## config.mk

```make
export PLATFORM = sky130hd
export DESIGN_NAME = jtshouse_scr_rom
export DESIGN_NICKNAME = d
export VERILOG_FILES = /design/src/rtl/jtshouse_scr_rom_pkg.sv /design/src/rtl/jtshouse_scr_rom_line.sv /design/src/rtl/jtshouse_scr_rom.sv
export SDC_FILE = /design/constraint.sdc
export NUM_CORES = 1
export LEC_CHECK = 0
export ABC_AREA = 0
export CAP_MARGIN = 20
export CELL_PAD_IN_SITES_DETAIL_PLACEMENT = 1
export CELL_PAD_IN_SITES_GLOBAL_PLACEMENT = 1
export CORE_MARGIN = 2
export CORE_UTILIZATION = 35
export DETAILED_ROUTE_END_ITERATION = 10
export PLACE_DENSITY = 0.85
export SLEW_MARGIN = 15
export SYNTH_ARGS = -nofsm -noshare
export SYNTH_HDL_FRONTEND = slang
export SYNTH_HIERARCHICAL = 1
export SYNTH_SLANG_ARGS = --single-unit
```

## constraint.sdc

```tcl
create_clock -name clk -period 2.5 [get_ports clk]
set_input_delay 0.75 -clock clk [delete_from_list [all_inputs] [get_ports clk]]
set_output_delay 0.75 -clock clk [all_outputs]
set_load 0.005 [all_outputs]
```

## src/rtl/jtshouse_scr_rom_pkg.sv

```systemverilog
// Shared types and widths for the C123 tilemap ROM responder.
package jtshouse_scr_pkg;
  typedef enum logic {CL_MASK = 1'b0, CL_SCR = 1'b1} client_t;
  typedef enum logic [1:0] {IDLE = 2'd0, WAIT = 2'd1, RETRY = 2'd2} state_t;
  localparam int MASK_AW = 17;
  localparam int SCR_AW  = 20;
endpackage

```

## src/rtl/jtshouse_scr_rom_line.sv

```systemverilog
// One-word cache for a single ROM client: tag/word/valid plus combinational ok and byte select.
module jtshouse_scr_rom_line #(
  parameter int AW = 17
) (
  input  logic          clk,
  input  logic          rst_n,
  input  logic          flush,
  input  logic          cs,
  input  logic [AW-1:0] addr,
  input  logic          fill,
  input  logic [AW-2:0] fill_tag,
  input  logic [15:0]   fill_data,
  output logic          ok,
  output logic [7:0]    data
);
  logic          valid;
  logic [AW-2:0] tag;
  logic [15:0]   word;

  always_ff @(posedge clk) begin
    if (!rst_n) begin
      valid <= 1'b0;
      tag   <= '0;
      word  <= '0;
    end else if (flush) begin
      valid <= 1'b0;
    end else if (fill) begin
      valid <= 1'b1;
      tag   <= fill_tag;
      word  <= fill_data;
    end
  end

  // ok must track the live address: a different word drops it in the same cycle
  assign ok   = cs & valid & ~flush & (tag == addr[AW-1:1]);
  assign data = addr[0] ? word[15:8] : word[7:0];
endmodule

```

## src/rtl/jtshouse_scr_rom.sv

```systemverilog
// Mask/tile ROM responder: two 1-word caches sharing one SDRAM slot with alternating arbitration and timeout retry.
module jtshouse_scr_rom
  import jtshouse_scr_pkg::*;
#(
  parameter int            AW          = 22,
  parameter logic [AW-1:0] MASK_OFFSET = AW'(22'h00_0000),
  parameter logic [AW-1:0] SCR_OFFSET  = AW'(22'h01_0000),
  parameter int            TOUT        = 255
) (
  input  logic                clk,
  input  logic                rst_n,
  input  logic                flush,
  input  logic                mask_cs,
  input  logic [MASK_AW-1:0]  mask_addr,
  output logic                mask_ok,
  output logic [7:0]          mask_data,
  input  logic                scr_cs,
  input  logic [SCR_AW-1:0]   scr_addr,
  output logic                scr_ok,
  output logic [7:0]          scr_data,
  output logic                rom_cs,
  output logic [AW-1:0]       rom_addr,
  input  logic                rom_ok,
  input  logic [15:0]         rom_data,
  output logic [7:0]          st_dout
);
  state_t            state;
  client_t           gnt, last_grant, pick;
  logic [SCR_AW-2:0] req_tag, next_tag;
  logic [AW-1:0]     next_addr;
  logic [7:0]        tcnt;
  logic [3:0]        retry_cnt;
  logic              mask_miss, scr_miss, fill_ok;

  assign mask_miss = mask_cs & ~mask_ok;
  assign scr_miss  = scr_cs & ~scr_ok;
  assign fill_ok   = (state == WAIT) & rom_ok & ~flush;

  always_comb begin
    pick = CL_MASK;
    if (mask_miss && scr_miss) pick = client_t'(~last_grant);
    else if (scr_miss)         pick = CL_SCR;
    if (pick == CL_SCR) begin
      next_tag  = scr_addr[SCR_AW-1:1];
      next_addr = SCR_OFFSET + AW'(scr_addr[SCR_AW-1:1]);
    end else begin
      next_tag  = (SCR_AW-1)'(mask_addr[MASK_AW-1:1]);
      next_addr = MASK_OFFSET + AW'(mask_addr[MASK_AW-1:1]);
    end
  end

  always_ff @(posedge clk) begin
    if (!rst_n) begin
      state      <= IDLE;
      gnt        <= CL_MASK;
      last_grant <= CL_SCR;
      req_tag    <= '0;
      rom_cs     <= 1'b0;
      rom_addr   <= '0;
      tcnt       <= '0;
      retry_cnt  <= '0;
      st_dout    <= '0;
    end else begin
      st_dout <= {retry_cnt, state, last_grant, state != IDLE};
      if (flush) begin
        state  <= IDLE;
        rom_cs <= 1'b0;
      end else begin
        case (state)
          IDLE: if (mask_miss || scr_miss) begin
            gnt      <= pick;
            req_tag  <= next_tag;
            rom_addr <= next_addr;
            rom_cs   <= 1'b1;
            tcnt     <= '0;
            state    <= WAIT;
          end
          WAIT: if (rom_ok) begin
            rom_cs     <= 1'b0;
            last_grant <= gnt;
            state      <= IDLE;
          end else if (tcnt == 8'(TOUT - 1)) begin
            rom_cs <= 1'b0;
            if (retry_cnt != 4'hf) retry_cnt <= retry_cnt + 4'd1;
            state  <= RETRY;
          end else begin
            tcnt <= tcnt + 8'd1;
          end
          RETRY: begin
            rom_cs <= 1'b1;
            tcnt   <= '0;
            state  <= WAIT;
          end
          default: state <= IDLE;
        endcase
      end
    end
  end

  jtshouse_scr_rom_line #(.AW(MASK_AW)) u_mask (
    .clk(clk), .rst_n(rst_n), .flush(flush), .cs(mask_cs), .addr(mask_addr),
    .fill(fill_ok && gnt == CL_MASK), .fill_tag(req_tag[MASK_AW-2:0]), .fill_data(rom_data),
    .ok(mask_ok), .data(mask_data)
  );

  jtshouse_scr_rom_line #(.AW(SCR_AW)) u_scr (
    .clk(clk), .rst_n(rst_n), .flush(flush), .cs(scr_cs), .addr(scr_addr),
    .fill(fill_ok && gnt == CL_SCR), .fill_tag(req_tag), .fill_data(rom_data),
    .ok(scr_ok), .data(scr_data)
  );
endmodule
```

# --- Yosys cells after proc, flatten, opt, wreduce, memory -nomap -nowiden ---
# Index checks and enable logic that the tools add are counted.
totals:
  ff_bits: 135
  wordCells: 79
  input_bits: 59
  out_inout_bits: 49
classes:
  n_addsub: 3
  reduce_logical: 16
  eq_ne: 10
  mux: 18
  bitwise_logic: 17
ops:
  columns: ["op", "n"]
  rows:
  - ["8-bit 2-to-1 mux", 5]
  - ["8-bit case mux with 3 select lines", 1]
  - ["17-bit by 19-bit adder with 20-bit output (first input constant)", 1]
  - ["20-bit 2-to-1 mux", 1]
  - ["19-bit == test", 1]
  - ["19-bit 2-to-1 mux", 1]
  - ["16-bit == test", 1]
  - ["1-bit AND", 10]
  - ["5-bit AND reduction", 2]
  - ["3-bit AND reduction", 3]
  - ["8-bit by 1-bit adder with 8-bit output (second input constant)", 1]
  - ["8-bit == test (second input constant)", 1]
  - ["1-bit inverter", 7]
  - ["2-bit 2-to-1 mux", 3]
  - ["2-bit inequality test (second input constant)", 3]
  - ["2-bit case mux with 3 select lines", 1]
  - ["2-bit AND reduction", 3]
  - ["1-bit 2-to-1 mux", 5]
  - ["4-bit by 1-bit adder with 4-bit output (second input constant)", 1]
  - ["4-bit inequality test (second input constant)", 1]
  - ["1-bit logical AND", 3]
  - ["3-bit by 2-bit inequality test with 1-bit output (second input constant)", 1]
  - ["1-bit case mux with 3 select lines", 1]
  - ["3-bit nonzero test", 1]
  - ["6 further kinds", 6]

# --- Longest topological paths before layout ---
# Gate-level depths: netlist (run 1).
logic_depth:
  ltp_word: 8
  ltp_mapped: 11
  mapped_depth_nobuf: 8

# --- Cells and area by module ---
# The synthesis (run 1) kept the hierarchy.
modules_own_cells:
  columns: ["mod", "instances", "seq_area_each_um2", "cells_each", "area_each_um2"]
  rows:
  - ["jtshouse_scr_rom", 1, 960.9, 278, 2307.2]
  - ["jtshouse_scr_rom_line at u_scr", 1, 720.7, 192, 1634.1]
  - ["jtshouse_scr_rom_line at u_mask", 1, 660.6, 175, 1500.2]

# --- Least setup slack after synthesis (run 1) ---
# OpenSTA, ideal clock, no wires.
synth_path:
  kind: "input to register"
  startpoint: "input scr_addr[14]"
  endpoint: "register req_tag[10]"
  arrival_time_ns: 2.643
  n_path_buf: 2
  t_required_ns: 2.409
  path_slack_ns: -0.234
  cell_stages: 10
  cell_sequence: "xor2_1 -> nor4_1 -> nand4_1 -> nor4_2 -> nand2b_4 -> buf_6 -> a21o_1 -> clkbuf_1 -> nand2_1 -> a311oi_1"
synth_between:
  elab_chain_len: 7
synth_lines:
  columns: ["element", "line_no", "text"]
  rows:
  - ["start, declared", "jtshouse_scr_rom.sv:18", "input logic [SCR_AW-1:0] scr_addr,"]
  - ["19-bit == test (*)", "jtshouse_scr_rom_line.sv:35", "assign ok = cs & valid & ~flush & (tag == addr[AW-1:1]);"]
  - ["1-bit AND (*)", "jtshouse_scr_rom_line.sv:35", null]
  - ["named net scr_ok", "jtshouse_scr_rom.sv:19", "output logic scr_ok,"]
  - ["1-bit inverter (*)", "jtshouse_scr_rom.sv:36", "assign scr_miss = scr_cs & ~scr_ok;"]
  - ["1-bit AND (*)", "jtshouse_scr_rom.sv:36", null]
  - ["1-bit 2-to-1 mux / 1-bit logical AND (equally long branches)", "jtshouse_scr_rom.sv:42, jtshouse_scr_rom.sv:41", null]
  - ["1-bit 2-to-1 mux", "jtshouse_scr_rom.sv:41", "if (mask_miss && scr_miss) pick = client_t'(~last_grant);"]
  - ["19-bit 2-to-1 mux", "jtshouse_scr_rom.sv:43", "if (pick == CL_SCR) begin"]
  - ["end signal, assigned", "jtshouse_scr_rom.sv:72", "req_tag <= next_tag;"]
  - ["end, declared", "jtshouse_scr_rom.sv:29", "logic [SCR_AW-2:0] req_tag, next_tag;"]
# Mark *: on every way through the listed nets, which the timed path passes. The rest lies on a longest branch.
# A chain may end at the register's enable or synchronous reset.

# --- Worst setup path after layout (run 1) ---
layout_path:
  startpoint: "input mask_addr[2]"
  endpoint: "output mask_ok"
layout_between:
  elab_chain_len: 2
layout_lines:
  columns: ["element", "line_no", "text"]
  rows:
  - ["start, declared", "jtshouse_scr_rom.sv:14", "input logic [MASK_AW-1:0] mask_addr,"]
  - ["16-bit == test", "jtshouse_scr_rom_line.sv:35", null]
  - ["1-bit AND", "jtshouse_scr_rom_line.sv:35", null]
  - ["end, declared", "jtshouse_scr_rom.sv:15", "output logic mask_ok,"]
# No other way between the ends.

==> impl_metrics.env, run 1 <==
export IMPL_clockRootBuffer="clkbuf_16"
export IMPL_synth_top_family_by_area="simple AND/OR/NAND/NOR gates"
export IMPL_async_reset_ff_frac=0
export IMPL_synth_edff_count=0
export IMPL_cts_reportedPaths_clkPinSlew_ns=0.05
export IMPL_crit_path_start_kind="primary input"
export IMPL_crit_start="mask_addr[2]"
export IMPL_path_class="primary input to primary output"
export IMPL_port_buffers=105
export IMPL_netlist_area_um2=5440
export IMPL_setup_slack_ns=-0.264
export IMPL_grt_overflow=0
export IMPL_yosysTopAreaCell="dfxtp_1"
export IMPL_nNetsFinal=836
export IMPL_ys_seq_area_frac=0.430
export IMPL_drt_iter0_markers=392
export IMPL_cts_made_buffers=17
export IMPL_yosys_warnings=6
export IMPL_clock_fmax_mhz=362
export IMPL_ys_types=48
export IMPL_wl_per_cell_um=23.8
export IMPL_drive_gt1_frac=0.314
export IMPL_multi_input_area_um2=3440
export IMPL_setup_violations=27
export IMPL_hold_ws_ns=0.462
export IMPL_synthSimpleGateAreaFrac=0.222
export IMPL_initial_utilization=0.358
export IMPL_synth_area_mux_share=0.0350
export IMPL_ioPinCount=108
export IMPL_status="finished, violations left"
export IMPL_stdcell_area_um2=8170
export IMPL_synth_fa_ha_area_frac=0.0184
export IMPL_area_growth_pct=50.1
export IMPL_final_util=0.537
export IMPL_min_from="rom_addr[19]"
export IMPL_ant_nets=0
export IMPL_die_w_um=129
export IMPL_ys_ff_latch=117
export IMPL_dpl_hpwl_mm=12.5
export IMPL_fin_crit_sh=1.11
export IMPL_clockBufferDepth=2
export IMPL_peakVddDrop_mv=0.580
export IMPL_synthXorXnorAreaFrac=0.0596
export IMPL_synth_area_per_cell_um2=8.44
export IMPL_worstPathRequired_ns=1.75
export IMPL_maxCapViolations=0
export IMPL_synthFlopType="dfxtp_1"
export IMPL_grt_max_degree=81
export IMPL_rsz0062_at_grt="true"
export IMPL_row_count=45
export IMPL_finalHoldViolations=0
export IMPL_routed_wl_mm=23.0
export IMPL_synthTopCellsByArea="dfxtp_1, nand2_1, a21boi_0"
export IMPL_die_h_um=129
export IMPL_cts_tree="yes"
export IMPL_drv_slew=0
export IMPL_drt_pre_antenna_iters=4
export IMPL_violations="setup timing"
export IMPL_regToRegStartpoint="u_mask/tag[5]"
export IMPL_clk_latency_ns=0.42
export IMPL_critPathArrivalTime_ns=2.01
export IMPL_yosysTopAreaCellShare=0.430
export IMPL_drc_errors=0
export IMPL_powerDensity_nw_per_um2=608
export IMPL_clock_skew_ns=0.00794
export IMPL_fillerInstances=1678
export IMPL_cp_end_kind="primary output"
export IMPL_clock_sinks=117
export IMPL_htree_levels=4
export IMPL_n_antenna_cell=0
export IMPL_netlist_instances=645
export IMPL_gp_congestion=0.826
export IMPL_core_area_um2=15200
export IMPL_worstMarginPinSlew_ns=0.854
export IMPL_slew_headroom=0.424
export IMPL_die_area_um2=16600
export IMPL_grt_pass1_vias=5880
export IMPL_antenna_found_initial=0
export IMPL_leakagePower_nw=3.04
export IMPL_via_per_inst=5.55
export IMPL_grt_use_total=0.270
export IMPL_vias=5378
export IMPL_worstPathMaxFanout=2
export IMPL_grt_pass1_wl_mm=33.4
export IMPL_register_area_um2=2350
export IMPL_hp_class="flop to flop"
export IMPL_dpl_cell_area_um2=6840
export IMPL_synth_compound_area_frac=0.172
export IMPL_period_needed_ns=2.76
==> layout make-up <==
class,count,area share
clock buffer,21,0.0588
clock inverter,10,0.00981
tap,188,0.0288
multi-input combinational,467,0.421
inverter,8,0.00368
timing repair buffer,158,0.191
sequential,117,0.287
==> critical path, cell delays in order <==
cell     delay [ns]
buf_8          0.10
xor2_2         0.18
nor4_4         0.32
nand4_1        0.25
nor4_4         0.25
buf_2          0.17
==> where the power goes <==
part / switching, mW / leakage, nW / total, mW / internal [mW]
clock network: 0.916 / 0.280 / 2.37 / 1.45
logic: 0.333 / 1.81 / 0.653 / 0.320
registers: 0.0442 / 0.949 / 1.95 / 1.90
total: 1.29 / 3.04 / 4.97 / 3.67
==> final timing paths <==
| kind | depth (start not counted) | slack [ns] | to |
|---|---|---|---|
| worst max register to register | 11 | -0.12 | req_tag[14] |
| worst min register to register | 2 | 0.46 | rom_addr[19] |
| worst min-delay path | 2 | 0.46 | rom_addr[19] |
| worst max-delay path | 6 | -0.26 | mask_ok |
==> Yosys cell counts (all sizes together) (2+ instances only) <==
cell,n
a211o,2
a21boi,67
a21o,3
a21oi,17
a2bb2oi,2
a311oi,16
a31oi,2
and2,6
and3,2
buf,37
clkbuf,17
dfxtp,117
ha,8
inv,7
mux2,16
nand2,181
nand2b,7
nand3,11
nand4,9
nor2,30
nor2b,3
nor3,4
nor3b,3
nor4,8
o21ai,11
o221a,4
or2,2
or3,4
or4,3
xnor2,15
xor2,22
==> cell usage in the layout (no fill, tap or decap), types with 5 or more instances in the layout <==
| master | netlist | final |
|---|---|---|
| a21boi_0 | 60 | 60 |
| a21boi_1 | 7 | 7 |
| a21oi_1 | 16 | 10 |
| a21oi_2 | 1 | 5 |
| a311oi_2 | 0 | 15 |
| and2_1 | 6 | 6 |
| buf_12 | 0 | 10 |
| buf_2 | 15 | 18 |
| buf_4 | 21 | 32 |
| buf_6 | 1 | 17 |
| clkbuf_16 | 0 | 17 |
| clkbuf_2 | 0 | 8 |
| clkdlybuf4s50_1 | 0 | 46 |
| clkinv_2 | 0 | 7 |
| dfxtp_1 | 117 | 114 |
| dlygate4sd2_1 | 0 | 14 |
| ha_1 | 8 | 8 |
| inv_1 | 7 | 7 |
| mux2_2 | 16 | 16 |
| nand2_1 | 181 | 162 |
| nand2_2 | 0 | 7 |
| nand2_4 | 0 | 12 |
| nand2b_1 | 6 | 5 |
| nand3_1 | 11 | 7 |
| nand4_1 | 9 | 9 |
| nor2_1 | 30 | 25 |
| nor4_2 | 2 | 5 |
| o21ai_0 | 11 | 7 |
| xnor2_1 | 15 | 9 |
| xnor2_2 | 0 | 6 |
| xor2_2 | 0 | 15 |
| xor2_4 | 0 | 5 |
==> through the flow <==
step / setup slack, ns / std cells / TNS, ns / total power, mW
4_1_cts: -0.294 / 968 / -1.48 / 4.87
3_5_place_dp: -1.07 / 925 / -63.06 / 2.45
2_1_floorplan: -0.0157 / 646 / -0.0307 / 2.19
5_1_grt: -0.274 / 969 / -2.41 / 5.08
3_3_place_gp: -1.07 / 925 / -52.22 / 2.43
6_report: -0.264 / 969 / -1.64 / 4.97
==> flip-flops by register name, indices dropped and copies added, names as in the netlist, 8 cells and up <==
register,cells
u_mask/word,16
u_scr/word,16
u_mask/tag,16
req_tag,19
u_scr/tag,19
tcnt,8
st_dout,8
==> logic make-up (layout without fill, tap and decap cells) <==
kind of cell             Yosys count  count (layout)
AND/OR/NAND/NOR                  275             275
AO/OA/AOI/OAI                    128             128
flip-flops                       117             117
buffers and inverters             62             197
XOR/XNOR                          37              37
multiplexers                      17              17
adder cells (fa/ha/maj)            8               8
other                              1               2
==> layer usage <==
layer	track usage	part of all wire	vias up
met4	0.125	0.034	0
met1	0.314	0.41	2720
li1	-	-	2408
met2	0.477	0.51	200
met3	0.0574	0.047	50
met5	0	0	-
==> repair_timing <==
item | CTS | global route
endpoints found under the setup margin | 60 | 41
buffers inserted | 8 | 7
pin swaps | 52 | 38
resized for setup | 248 | 86
cloned | 6 | 0
hold buffers | 0 | 0
Power figures use the tool's default switching activity.
==> run 2, diff against run 1 <==
--- a/config.mk
+++ b/config.mk
@@ -9,11 +9,13 @@
 export CAP_MARGIN = 20
 export CELL_PAD_IN_SITES_DETAIL_PLACEMENT = 1
 export CELL_PAD_IN_SITES_GLOBAL_PLACEMENT = 1
+export CORE_ASPECT_RATIO = 1.1
 export CORE_MARGIN = 2
 export CORE_UTILIZATION = 35
 export DETAILED_ROUTE_END_ITERATION = 10
+export GPL_ROUTABILITY_DRIVEN = 0
 export PLACE_DENSITY = 0.85
-export SLEW_MARGIN = 15
+export SLEW_MARGIN = 5
 export SYNTH_ARGS = -nofsm -noshare
 export SYNTH_HDL_FRONTEND = slang
 export SYNTH_HIERARCHICAL = 1
==> run 2 against run 1 <==
Effect of this change: the flow still finishes with violations (setup timing); sequential share of layout area decreased by 0.51 points; critical path depth unchanged; sequential power about the same; power is 7.6% higher; worst hold slack better by 0.0036 ns; largest cell class unchanged; highest routed layer unchanged.
==> impl_metrics.env, run 2 (synthesized netlist as in run 1, its figures left out) <==
export IMPL_status="finished, violations left"
export IMPL_violations="setup timing"
export IMPL_crit_path_start_kind="primary input"
export IMPL_area_growth_pct=53.3
export IMPL_grt_use_total=0.255
export IMPL_hp_class="flop to flop"
export IMPL_reg2reg_depth=12
export IMPL_via_per_inst=5.53
export IMPL_ioPinCount=108
export IMPL_core_area_um2=15100
export IMPL_leakagePower_nw=3.12
export IMPL_r2r_end="tcnt[5]"
export IMPL_clockRootBuffer="clkbuf_16"
export IMPL_wl_per_cell_um=23.4
export IMPL_wl_met2_mm=11.7
export IMPL_clock_skew_ns=0.0113
export IMPL_drt_iter0_markers=257
export IMPL_slew_headroom=0.344
export IMPL_fin_crit_sh=1.12
export IMPL_cp_end_kind="primary output"
export IMPL_maxCapViolations=0
export IMPL_setup_violations=34
export IMPL_drv_slew=0
export IMPL_final_common_cell="nand2_1"
export IMPL_setup_slack_ns=-0.310
export IMPL_clockBufferDepth=2
export IMPL_drc_errors=0
export IMPL_die_area_um2=16600
export IMPL_worstMarginPinSlew_ns=0.974
export IMPL_routed_wl_mm=22.7
export IMPL_drt_pre_antenna_iters=4
export IMPL_path_class="primary input to primary output"
export IMPL_antenna_found_initial=1
export IMPL_regToRegStartpoint="u_mask/tag[8]"
export IMPL_port_buffers=105
export IMPL_layoutNonFillerInstCount=971
export IMPL_crit_slowest_cell="nor4_4"
export IMPL_drive_gt1_frac=0.298
export IMPL_grt_max_degree=61
export IMPL_cp_common_cell="nor4_4"
export IMPL_crit_start="mask_addr[9]"
export IMPL_final_cell_mix="nand2_1, dfxtp_1, a21boi_0"
export IMPL_critPathArrivalTime_ns=2.06
export IMPL_clk_latency_ns=0.43
export IMPL_powerDensity_nw_per_um2=641
export IMPL_nNetsFinal=829
export IMPL_path_buf_inv=2
export IMPL_m1WireLength_mm=8.25
export IMPL_register_area_um2=2350
export IMPL_ant_nets=0
export IMPL_htree_levels=4
export IMPL_grt_pass1_wl_mm=31.8
export IMPL_fillerInstances=1639
export IMPL_die_w_um=123
export IMPL_path_cells="buf_8, xor2_4, nor4_4, nand4_1, nor4_4, buf_6"
export IMPL_dp_cells=927
export IMPL_vias=5367
export IMPL_grt_overflow=0
export IMPL_cts_hold_repair_buffers=0
export IMPL_route_top_layer_used="met4"
export IMPL_worstPathMaxFanout=2
export IMPL_cpLargestDelayFamily="simple AND/OR/NAND/NOR gates"
export IMPL_finalHoldViolations=0
export IMPL_slowest_delay_ns=0.37
export IMPL_peakVddDrop_mv=0.427
export IMPL_worstPathRequired_ns=1.75
export IMPL_initial_utilization=0.360
export IMPL_cts_made_buffers=17
export IMPL_grt_pass1_vias=5752
export IMPL_dpl_hpwl_mm=12.7
export IMPL_cts_tree="yes"
export IMPL_n_antenna_cell=0
export IMPL_clock_sinks=117
export IMPL_die_h_um=135
export IMPL_wl_met3_mm=1.44
export IMPL_rsz0062_at_grt="true"
export IMPL_reg2reg_slack_ns=-0.23
export IMPL_cts_reportedPaths_clkPinSlew_ns=0.05
export IMPL_hold_ws_ns=0.466
export IMPL_cp_depth=6
export IMPL_multi_input_area_um2=3450
export IMPL_row_count=47
export IMPL_critPathCapture="mask_ok"
export IMPL_period_needed_ns=2.81
export IMPL_top_regs="req_tag x19, u_scr/tag x19"
export IMPL_clock_fmax_mhz=356
[run 2: how the worst min path moves through the flow]
stage | slack [ns] | end | from | cells past startpoint
after floorplan | 0.43 | u_mask/word[14] | u_mask/word[14] | 2
after global placement | 0.44 | req_tag[17] | req_tag[17] | 2
after detailed placement | 0.46 | req_tag[16] | req_tag[16] | 2
after CTS | 0.46 | u_mask/word[9] | u_mask/word[9] | 2
after global routing | 0.49 | req_tag[16] | req_tag[16] | 2
final | 0.47 | u_mask/word[9] | u_mask/word[9] | 2
[run 2: final cells by class]
type,count,area share
clock buffers,25,0.0618
clock inverters,7,0.0168
inverters,8,0.00360
multi-input cells,467,0.413
flip-flops and latches,117,0.282
well taps,196,0.0294
repair buffers,151,0.193
[run 2: per-stage QoR]
step | cell area (um2) | total power, mW | worst slack, ns | util | setup TNS [ns]
final | 8340 | 5.34 | -0.310 | 0.552 | -4.09
after global placement | 6830 | 2.43 | -1.07 | 0.452 | -38.88
after CTS | 7810 | 5.21 | -0.251 | 0.517 | -0.810
after detailed placement | 6830 | 2.45 | -1.05 | 0.452 | -47.89
after global routing | 8340 | 5.47 | -0.303 | 0.552 | -4.88
after floorplan | 5470 | 2.19 | -0.0157 | - | -0.0307
[run 2: worst min-delay path: cells and delay by family, from the launching register on]
family | cells | cell delay [ns]
simple gates | 1 | 0.05
compound gates | 1 | 0.06
flops | 1 | 0.31
[run 2: power breakdown]
group	switching, mW	total [mW]	internal [mW]
registers	0.0455	1.95	1.90
clock network	0.919	2.75	1.83
logic	0.324	0.651	0.327
total	1.29	5.34	4.06
[run 2: layer usage]
| layer | up-vias | GRT usage |
|---|---|---|
| met5 | - | 0 |
| met4 | 0 | 0.144 |
| met3 | 77 | 0.0756 |
| met2 | 228 | 0.450 |
| met1 | 2676 | 0.267 |
| li1 | 2386 | - |
[run 2: repair_timing]
| action | in CTS | in global routing |
|---|---|---|
| pin swaps | 37 | 29 |
| setup endpoints to repair | 53 | 59 |
| setup buffers | 4 | 4 |
| cloned | 4 | 5 |
| gates resized for setup | 228 | 111 |
